### src/rtl/mmcm_drp_ctrl.sv
// DRP master that read-modify-writes MMCME4_ADV registers while holding the MMCM in reset.
// Optional LOCK_TIMEOUT_EN bounds the wait for mmcm_locked after release.
module mmcm_drp_ctrl #(
  parameter int unsigned RST_HOLD     = 4,
  parameter int unsigned DRDY_TIMEOUT = 64,
  parameter int unsigned LOCK_TIMEOUT = 65535
) (
  input  logic        clk_in0,
  input  logic        reset,
  input  logic        cfg_valid,
  output logic        cfg_ready,
  input  logic [6:0]  cfg_addr,
  input  logic [15:0] cfg_mask,
  input  logic [15:0] cfg_data,
  input  logic        cfg_last,
  output logic        busy,
  output logic        done,
  output logic        err,
  output logic        drp_den,
  output logic        drp_dwe,
  output logic [6:0]  drp_daddr,
  output logic [15:0] drp_di,
  input  logic [15:0] drp_do,
  input  logic        drp_drdy,
  output logic        mmcm_rst,
  input  logic        mmcm_locked
);

  // One shared cycle counter, sized for the largest of the three waits.
  localparam int unsigned MaxA   = (RST_HOLD > DRDY_TIMEOUT) ? RST_HOLD : DRDY_TIMEOUT;
  localparam int unsigned MaxCnt = (MaxA > LOCK_TIMEOUT) ? MaxA : LOCK_TIMEOUT;
  localparam int unsigned CntW   = $clog2(MaxCnt + 1);
  localparam logic [CntW-1:0] HoldLast = CntW'((RST_HOLD > 0) ? RST_HOLD - 1 : 0);
  localparam logic [CntW-1:0] DrdyLast = CntW'((DRDY_TIMEOUT > 0) ? DRDY_TIMEOUT - 1 : 0);
`ifdef LOCK_TIMEOUT_EN
  localparam logic [CntW-1:0] LockLast = CntW'((LOCK_TIMEOUT > 0) ? LOCK_TIMEOUT - 1 : 0);
`endif

  typedef enum logic [3:0] {
    StIdle, StHold, StRdReq, StRdWait, StWrReq, StWrWait, StNext, StRelease, StWaitLock
  } state_e;

  state_e          state_q, state_d;
  logic [CntW-1:0] cnt_q, cnt_d;
  logic            err_q, err_d;
  logic            done_q, done_d;
  logic [6:0]      addr_q, daddr_q;
  logic [15:0]     mask_q, data_q, rdata_q, di_q;
  logic            last_q;
  logic            ready_int, rst_int, den_int, dwe_int;
  logic            accept;
  logic [15:0]     wdata;

  assign wdata  = (rdata_q & mask_q) | (data_q & ~mask_q);
  assign accept = cfg_valid & ready_int;

  always_comb begin
    state_d   = state_q;
    cnt_d     = cnt_q;
    err_d     = err_q;
    done_d    = 1'b0;
    ready_int = 1'b0;
    rst_int   = 1'b0;
    den_int   = 1'b0;
    dwe_int   = 1'b0;
    unique case (state_q)
      StIdle: begin
        ready_int = 1'b1;
        if (cfg_valid) begin
          err_d   = 1'b0;
          cnt_d   = '0;
          state_d = StHold;
        end
      end
      StHold: begin
        rst_int = 1'b1;
        if (cnt_q >= HoldLast) begin
          if (!mmcm_locked) state_d = StRdReq;
        end else begin
          cnt_d = cnt_q + 1'b1;
        end
      end
      StRdReq: begin
        rst_int = 1'b1;
        den_int = 1'b1;
        cnt_d   = '0;
        state_d = StRdWait;
      end
      StRdWait: begin
        rst_int = 1'b1;
        if (drp_drdy) begin
          state_d = StWrReq;
        end else if (cnt_q >= DrdyLast) begin
          err_d   = 1'b1;
          state_d = StRelease;
        end else begin
          cnt_d = cnt_q + 1'b1;
        end
      end
      StWrReq: begin
        rst_int = 1'b1;
        den_int = 1'b1;
        dwe_int = 1'b1;
        cnt_d   = '0;
        state_d = StWrWait;
      end
      StWrWait: begin
        rst_int = 1'b1;
        if (drp_drdy) begin
          state_d = last_q ? StRelease : StNext;
        end else if (cnt_q >= DrdyLast) begin
          err_d   = 1'b1;
          state_d = StRelease;
        end else begin
          cnt_d = cnt_q + 1'b1;
        end
      end
      StNext: begin
        rst_int   = 1'b1;
        ready_int = 1'b1;
        if (cfg_valid) state_d = StRdReq;
      end
      StRelease: begin
`ifdef LOCK_TIMEOUT_EN
        // The release cycle itself counts toward the lock timeout.
        cnt_d = CntW'(1);
`endif
        state_d = StWaitLock;
      end
      StWaitLock: begin
        if (mmcm_locked) begin
          done_d  = 1'b1;
          state_d = StIdle;
        end
`ifdef LOCK_TIMEOUT_EN
        else if (cnt_q >= LockLast) begin
          err_d   = 1'b1;
          done_d  = 1'b1;
          state_d = StIdle;
        end else begin
          cnt_d = cnt_q + 1'b1;
        end
`endif
      end
      default: state_d = StIdle;
    endcase
  end

  always_ff @(posedge clk_in0) begin
    if (reset) begin
      state_q <= StIdle;
      cnt_q   <= '0;
      err_q   <= 1'b0;
      done_q  <= 1'b0;
      addr_q  <= '0;
      mask_q  <= '0;
      data_q  <= '0;
      last_q  <= 1'b0;
      rdata_q <= '0;
      daddr_q <= '0;
      di_q    <= '0;
    end else begin
      state_q <= state_d;
      cnt_q   <= cnt_d;
      err_q   <= err_d;
      done_q  <= done_d;
      if (accept) begin
        addr_q <= cfg_addr;
        mask_q <= cfg_mask;
        data_q <= cfg_data;
        last_q <= cfg_last;
      end
      if (state_q == StRdWait && drp_drdy) rdata_q <= drp_do;
      if (den_int) daddr_q <= addr_q;
      if (state_q == StWrReq) di_q <= wdata;
    end
  end

  // Reset forces every output low combinationally so an abort is seen at once.
  assign cfg_ready = ready_int & ~reset;
  assign busy      = (state_q != StIdle) & ~reset;
  assign done      = done_q & ~reset;
  assign err       = err_q & ~reset;
  assign drp_den   = den_int & ~reset;
  assign drp_dwe   = dwe_int & ~reset;
  assign mmcm_rst  = rst_int & ~reset;
  assign drp_daddr = reset ? 7'd0 : (den_int ? addr_q : daddr_q);
  assign drp_di    = reset ? 16'd0 : ((state_q == StWrReq) ? wdata : di_q);

endmodule

### config.mk
export PLATFORM = sky130hd
export DESIGN_NAME = mmcm_drp_ctrl
export DESIGN_NICKNAME = d
export VERILOG_FILES = /design/src/rtl/mmcm_drp_ctrl.sv
export SDC_FILE = /design/constraint.sdc
export NUM_CORES = 1
export LEC_CHECK = 0
export ABC_AREA = 1
export BUFFER_PORTS_ARGS = -buffer_cell sky130_fd_sc_hd__buf_2
export CAP_MARGIN = 20
export CELL_PAD_IN_SITES_DETAIL_PLACEMENT = 0
export CELL_PAD_IN_SITES_GLOBAL_PLACEMENT = 1
export CORE_MARGIN = 1.5
export CORE_UTILIZATION = 42
export DETAILED_ROUTE_END_ITERATION = 8
export PLACE_DENSITY_LB_ADDON = 0.1
export RECOVER_POWER = 50
export SLEW_MARGIN = 20
export SYNTH_ARGS = -nofsm -noshare
export SYNTH_HDL_FRONTEND = slang
export SYNTH_SLANG_ARGS = --single-unit
### constraint.sdc
create_clock -name clk_in0 -period 3.1 [get_ports clk_in0]
set_input_delay 0.62 -clock clk_in0 [delete_from_list [all_inputs] [get_ports clk_in0]]
set_output_delay 0.62 -clock clk_in0 [all_outputs]
set_load 0.02 [all_outputs]
# ---- Word level (Yosys, flattened, before mapping)
# Cells that the tools add are included.
dict set report totals {
  register_bits 101
  output_inout_bits 30
  elab_cells 86
}
dict set report classes {
  add_sub_neg 1
  n_lt_le_gt_ge 2
  eq_ne 17
  n_mux 28
  bitwise 14
  reduce_logical 13
}
# cell n
set ops {}
lappend ops {{$mux W16} 6}
lappend ops {{$pmux W16 S4} 1}
lappend ops {{$pmux W4 S9} 1}
lappend ops {{$and A16 B16 Y16} 2}
lappend ops {{$mux W4} 8}
lappend ops {{$add A16 B1 Y16 const B} 1}
lappend ops {{$eq A4 B3 Y1 const B} 4}
lappend ops {{$ge A16 B2 Y1 const B} 1}
lappend ops {{$ge A16 B6 Y1 const B} 1}
lappend ops {{$ne A2 B2 Y1 const B} 8}
lappend ops {{$not A16 Y16} 1}
lappend ops {{$or A16 B16 Y16} 1}
lappend ops {{$mux W7} 2}
lappend ops {{$reduce_and A5 Y1} 2}
lappend ops {{$mux W1} 9}
lappend ops {{$and A1 B1 Y1} 8}
lappend ops {{$eq A4 B2 Y1 const B} 2}
lappend ops {{$reduce_bool A4 Y1} 2}
lappend ops {{$reduce_or A2 Y1} 4}
lappend ops {{$reduce_or A6 Y1} 1}
lappend ops {{$eq A4 B1 Y1 const B} 1}
lappend ops {{$eq A4 B4 Y1 const B} 1}
lappend ops {{$logic_not A4 Y1} 1}
lappend ops {{$reduce_and A4 Y1} 1}
lappend ops {{other kinds (5)} 6}

# ---- Logic depth before layout (Yosys ltp)
dict set report logic_depth {
  depth_word 5
  depth_mapped 10
}

# ---- Least setup slack after synthesis
# No wires, ideal clock.
dict set report synth_timing {
  path_type {input -> output}
  startpoint {in reset}
  endpoint {out drp_di[10]}
  t_arrival_ns 1.792
  t_required_ns 2.480
  path_slack_ns 0.688
  path_stages 6
  n_path_buf 3
  cell_sequence {clkbuf_1 > inv_1 > clkbuf_1 > clkbuf_1 > o21ai_0 > a21oi_1}
}
dict set report synth_via {
  elab_chain_len 1
}
# element line_no
set synth_rtl {}
lappend synth_rtl {{start, declared} 9} ;# input logic reset,
lappend synth_rtl {{$mux W16} --}
lappend synth_rtl {{end, declared} 22} ;# output logic [15:0] drp_di,
# No other way between the ends.

# ---- Worst setup path after layout
dict set report layout_timing {
  startpoint {reg state_q[0]}
  endpoint {out drp_di[12]}
}
dict set report layout_via {
  elab_chain_len 3
}
# element line_no
set layout_rtl {}
lappend layout_rtl {{start, declared} 43} ;# state_e state_q, state_d;
lappend layout_rtl {{start signal, assigned} 151} ;# state_q <= StIdle;
lappend layout_rtl {{start signal, assigned} 163} ;# state_q <= state_d;
lappend layout_rtl {{$eq A4 B3 Y1} 188} ;# assign drp_di = reset ? 16'd0 : ((state_q == StWrReq) ? wdata : di_q);
lappend layout_rtl {{$mux W16 (2 in series)} --}
# No other way between the ends.

==> results by group <==
Pwr
  – Lkg Pwr: around 2.2 nW
  – Net Sw Frac: 0.308
  – Logic pwr share: 0.210
  – Pwr/cell area: 642 nW/um^2
  – Clk pwr share: 0.314
  – P_sw: 0.971 mW
  – Int Power: 2.18 mW
  – VDD IR-drop max: between 200 and 300 uV
  – Share of power burned in registers: 0.477

STA
  – Final slew viol count: 0
  – Final setup skew: approximately 0.015 ns
  – RSZ-0062 raised after global routing: no
  – Endpoints failing setup: 0
  – Fin crit period: 2.77 ns
  – FMAX: around 360 MHz
  – Setup TNS Final: 0 ns
  – Max-slew headroom: 0.359
  – Pin slew with the least headroom to its limit: between 0.9 and 1 ns
  – Hold Fails Final Rpt: 0
  – Final hold slack: between 0.4 and 0.5 ns
  – Final period util: 0.893

Detailed routing
  – DRC Markers: 0
  – DR vias/cell: ~5
  – Pre-Repair DR Iteration Count: 4
  – WL per Instance: ~13 um
  – Final wirelength: approximately 10000 um
  – Via count: 3784
  – DRT antenna net count: 0
  – DRT iter0 DRCs: 131

Setup path
  – Startpoint types: flop
  – Cell depth of the worst flop-to-flop path: 8
  – Worst r2r dst: cnt_q[1]$_SDFFE_PP0P_
  – Required @ worst endpoint: 2.48 ns
  – Crit. End Element: output pin
  – Worst Path Max Fanout: 33
  – Critical path endpoint: drp_di[12]
  – Critical path arrival: between 2 and 2.5 ns
  – R2R Setup Slk: 0.55 ns
  – Crit. Startpoint: state_q[0]$_SDFFE_PP0P_
  – FF-to-FF Start: state_q[3]$_SDFFE_PP0P_
  – WS Path Type: reg2out

CTS
  – Clock latency on the worst-skew pair: about 0.37 ns
  – CTS tree: built
  – Post-cts repair resize count: 0
  – Reg clk slew, reported paths: 0.09 ns
  – Postcts setup bufs: 0
  – Clock Tree Root: clkbuf_8
  – H-tree depth: 3
  – Clock Path Buffers: 2
  – CTS sink cnt: 101
  – Total CTS buffers: 9
  – Hold_buf cts: 0

Logic synthesis
  – Number of synthesized register bits: about 100
  – Distinct cells, synth: 29
  – Mapped Avg Cell Area: 7.51 um^2
  – Yosys warning count: 0
  – Register area share after synthesis: 0.481
  – Cells after Synth: between 500 and 600
  – Cell area after synthesis: 4210 um^2
  – Syn_nets: 622

Floorplan
  – Core footprint: roughly 9700 um^2
  – Die Y: approximately 100 um
  – # rows: 36
  – Chip width: 103 um
  – Die area: 10600 um^2
  – I/O pin count: 91
  – Starting density of the core: 0.432

Placement
  – Post-DP HPWL: ~7000 um
  – Routability cong.: just under 0.9
  – Port Buffers: 90

Cells and area
  – Layout area overhead: 16.6%
  – Layout Nets: around 700
  – Antenna diodes: 0
  – Layout cells sized above 1: 0.205

Global routing
  – Total gr overflow: 0
  – Largest net degree at the start of global routing: 43
  – Vias in the first global route: 3439
  – Wire length of the first global-routing pass: ~17000 um
  – Initial antenna violation count: 0
  – GR Util All Layers: 0.204

Status
  – Status: complete, no violations

Run
  – Max-Cap Viols: 0

Worst hold path
  – Worst Hold Class: reg2reg
registers in the layout, summed over array words and instances, names as in the netlist:
signal and flops:
addr_q 7, mask_q 16, data_q 16, last_q 1, di_q 16, done_q 1
rdata_q 16, state_q 4, err_q 1, cnt_q 16, daddr_q 7
power by group through the flow:
stage               Sequential [mW]  Combinational (mW)  Clock [mW]
finish                         1.50               0.660       0.988
CTS                            1.50               0.679        1.02
floorplan                      1.51               0.532           0
detailed placement             1.53               0.676           0
global placement               1.53               0.674           0
global route                   1.52               0.752        1.06
cell type report:
class / count / area (um^2)
clock buffers: 9 / 124
multi-input cells: 386 / 1820
flip-flops and latches: 101 / 2020
clock inverters: 6 / 111
inverters: 44 / 165
well taps: 133 / 166
fillers: 1067 / 4830
repair buffers: 97 / 499
layer usage:
metal / wire [um] / global-route usage / share of wire
met5: 0 / 0 / 0
met4: 118 / 0.0634 / 0.011
met2: 4800 / 0.341 / 0.47
met3: 427 / 0.0414 / 0.041
met1: 4970 / 0.266 / 0.48
layout by cell type, fill, tap and decap left out, drive strengths merged:
cell        n
bufinv      3
clkbuf     10
a31oi       1
nand3b      1
nand3      30
xor2        1
clkinvlp    1
inv        44
a21oi      77
nand4      11
nor3        1
buf        96
o21ai      66
nand2      74
xnor2       1
clkinv      2
ha          1
dfxtp     101
nor2      122
worst max-delay path, stage by stage (launching register included):
cell and delay [ns]:
dfxtp_1 0.37, nor2_1 0.33, nand2_1 0.18, inv_1 0.09
buf_4 0.32, o21ai_0 0.13, a21oi_1 0.17, buf_2 0.19
synthesized netlist by cell type (all sizes together):
cell type | count | area, um^2
clkinv | 1 | 3.75
o21ai | 66 | 334
nand4 | 11 | 68.8
dfxtp | 101 | 2020
nand3 | 30 | 188
nor3 | 1 | 5.00
a21oi | 77 | 385
nand2 | 74 | 325
a31oi | 1 | 6.26
buf | 13 | 109
clkbuf | 16 | 60.1
xor2 | 1 | 8.76
nand3b | 1 | 7.51
ha | 1 | 12.5
xnor2 | 1 | 8.76
nor2 | 122 | 499
inv | 43 | 161
metrics by stage:
stage | power (mW) | area [um^2] | utilization | setup WS [ns] | instances
2_1_floorplan | 2.05 | 4210 | - | 0.688 | 560
3_3_place_gp | 2.20 | 4710 | 0.484 | 0.875 | 761
3_5_place_dp | 2.21 | 4710 | 0.484 | 0.836 | 761
4_1_cts | 3.20 | 4940 | 0.508 | 0.392 | 776
5_1_grt | 3.33 | 4900 | 0.504 | 0.192 | 776
6_report | 3.15 | 4900 | 0.504 | 0.333 | 776
kinds of logic after synthesis:
group / synth area share
AO/OA/AOI/OAI: 0.173
XOR/XNOR: 0.00417
adder cells (fa/ha/maj): 0.00297
buffers and inverters: 0.0794
flip-flops: 0.481
AND/OR/NAND/NOR: 0.260
worst min-delay path by stage:
stage                                        end                    from  slack, ns  depth (start not counted)
after CTS                  cnt_q[6]$_SDFFE_PP0P_   cnt_q[6]$_SDFFE_PP0P_       0.45                          2
after detailed placement   cnt_q[6]$_SDFFE_PP0P_   cnt_q[6]$_SDFFE_PP0P_       0.43                          2
after global placement    cnt_q[11]$_SDFFE_PP0P_  cnt_q[11]$_SDFFE_PP0P_       0.43                          2
after floorplan           cnt_q[11]$_SDFFE_PP0P_  cnt_q[11]$_SDFFE_PP0P_       0.42                          2
final                      cnt_q[6]$_SDFFE_PP0P_   cnt_q[6]$_SDFFE_PP0P_       0.44                          2
after global routing      cnt_q[10]$_SDFFE_PP0P_  cnt_q[10]$_SDFFE_PP0P_       0.46                          2
No activity file was read; power rests on OpenSTA's default activity.
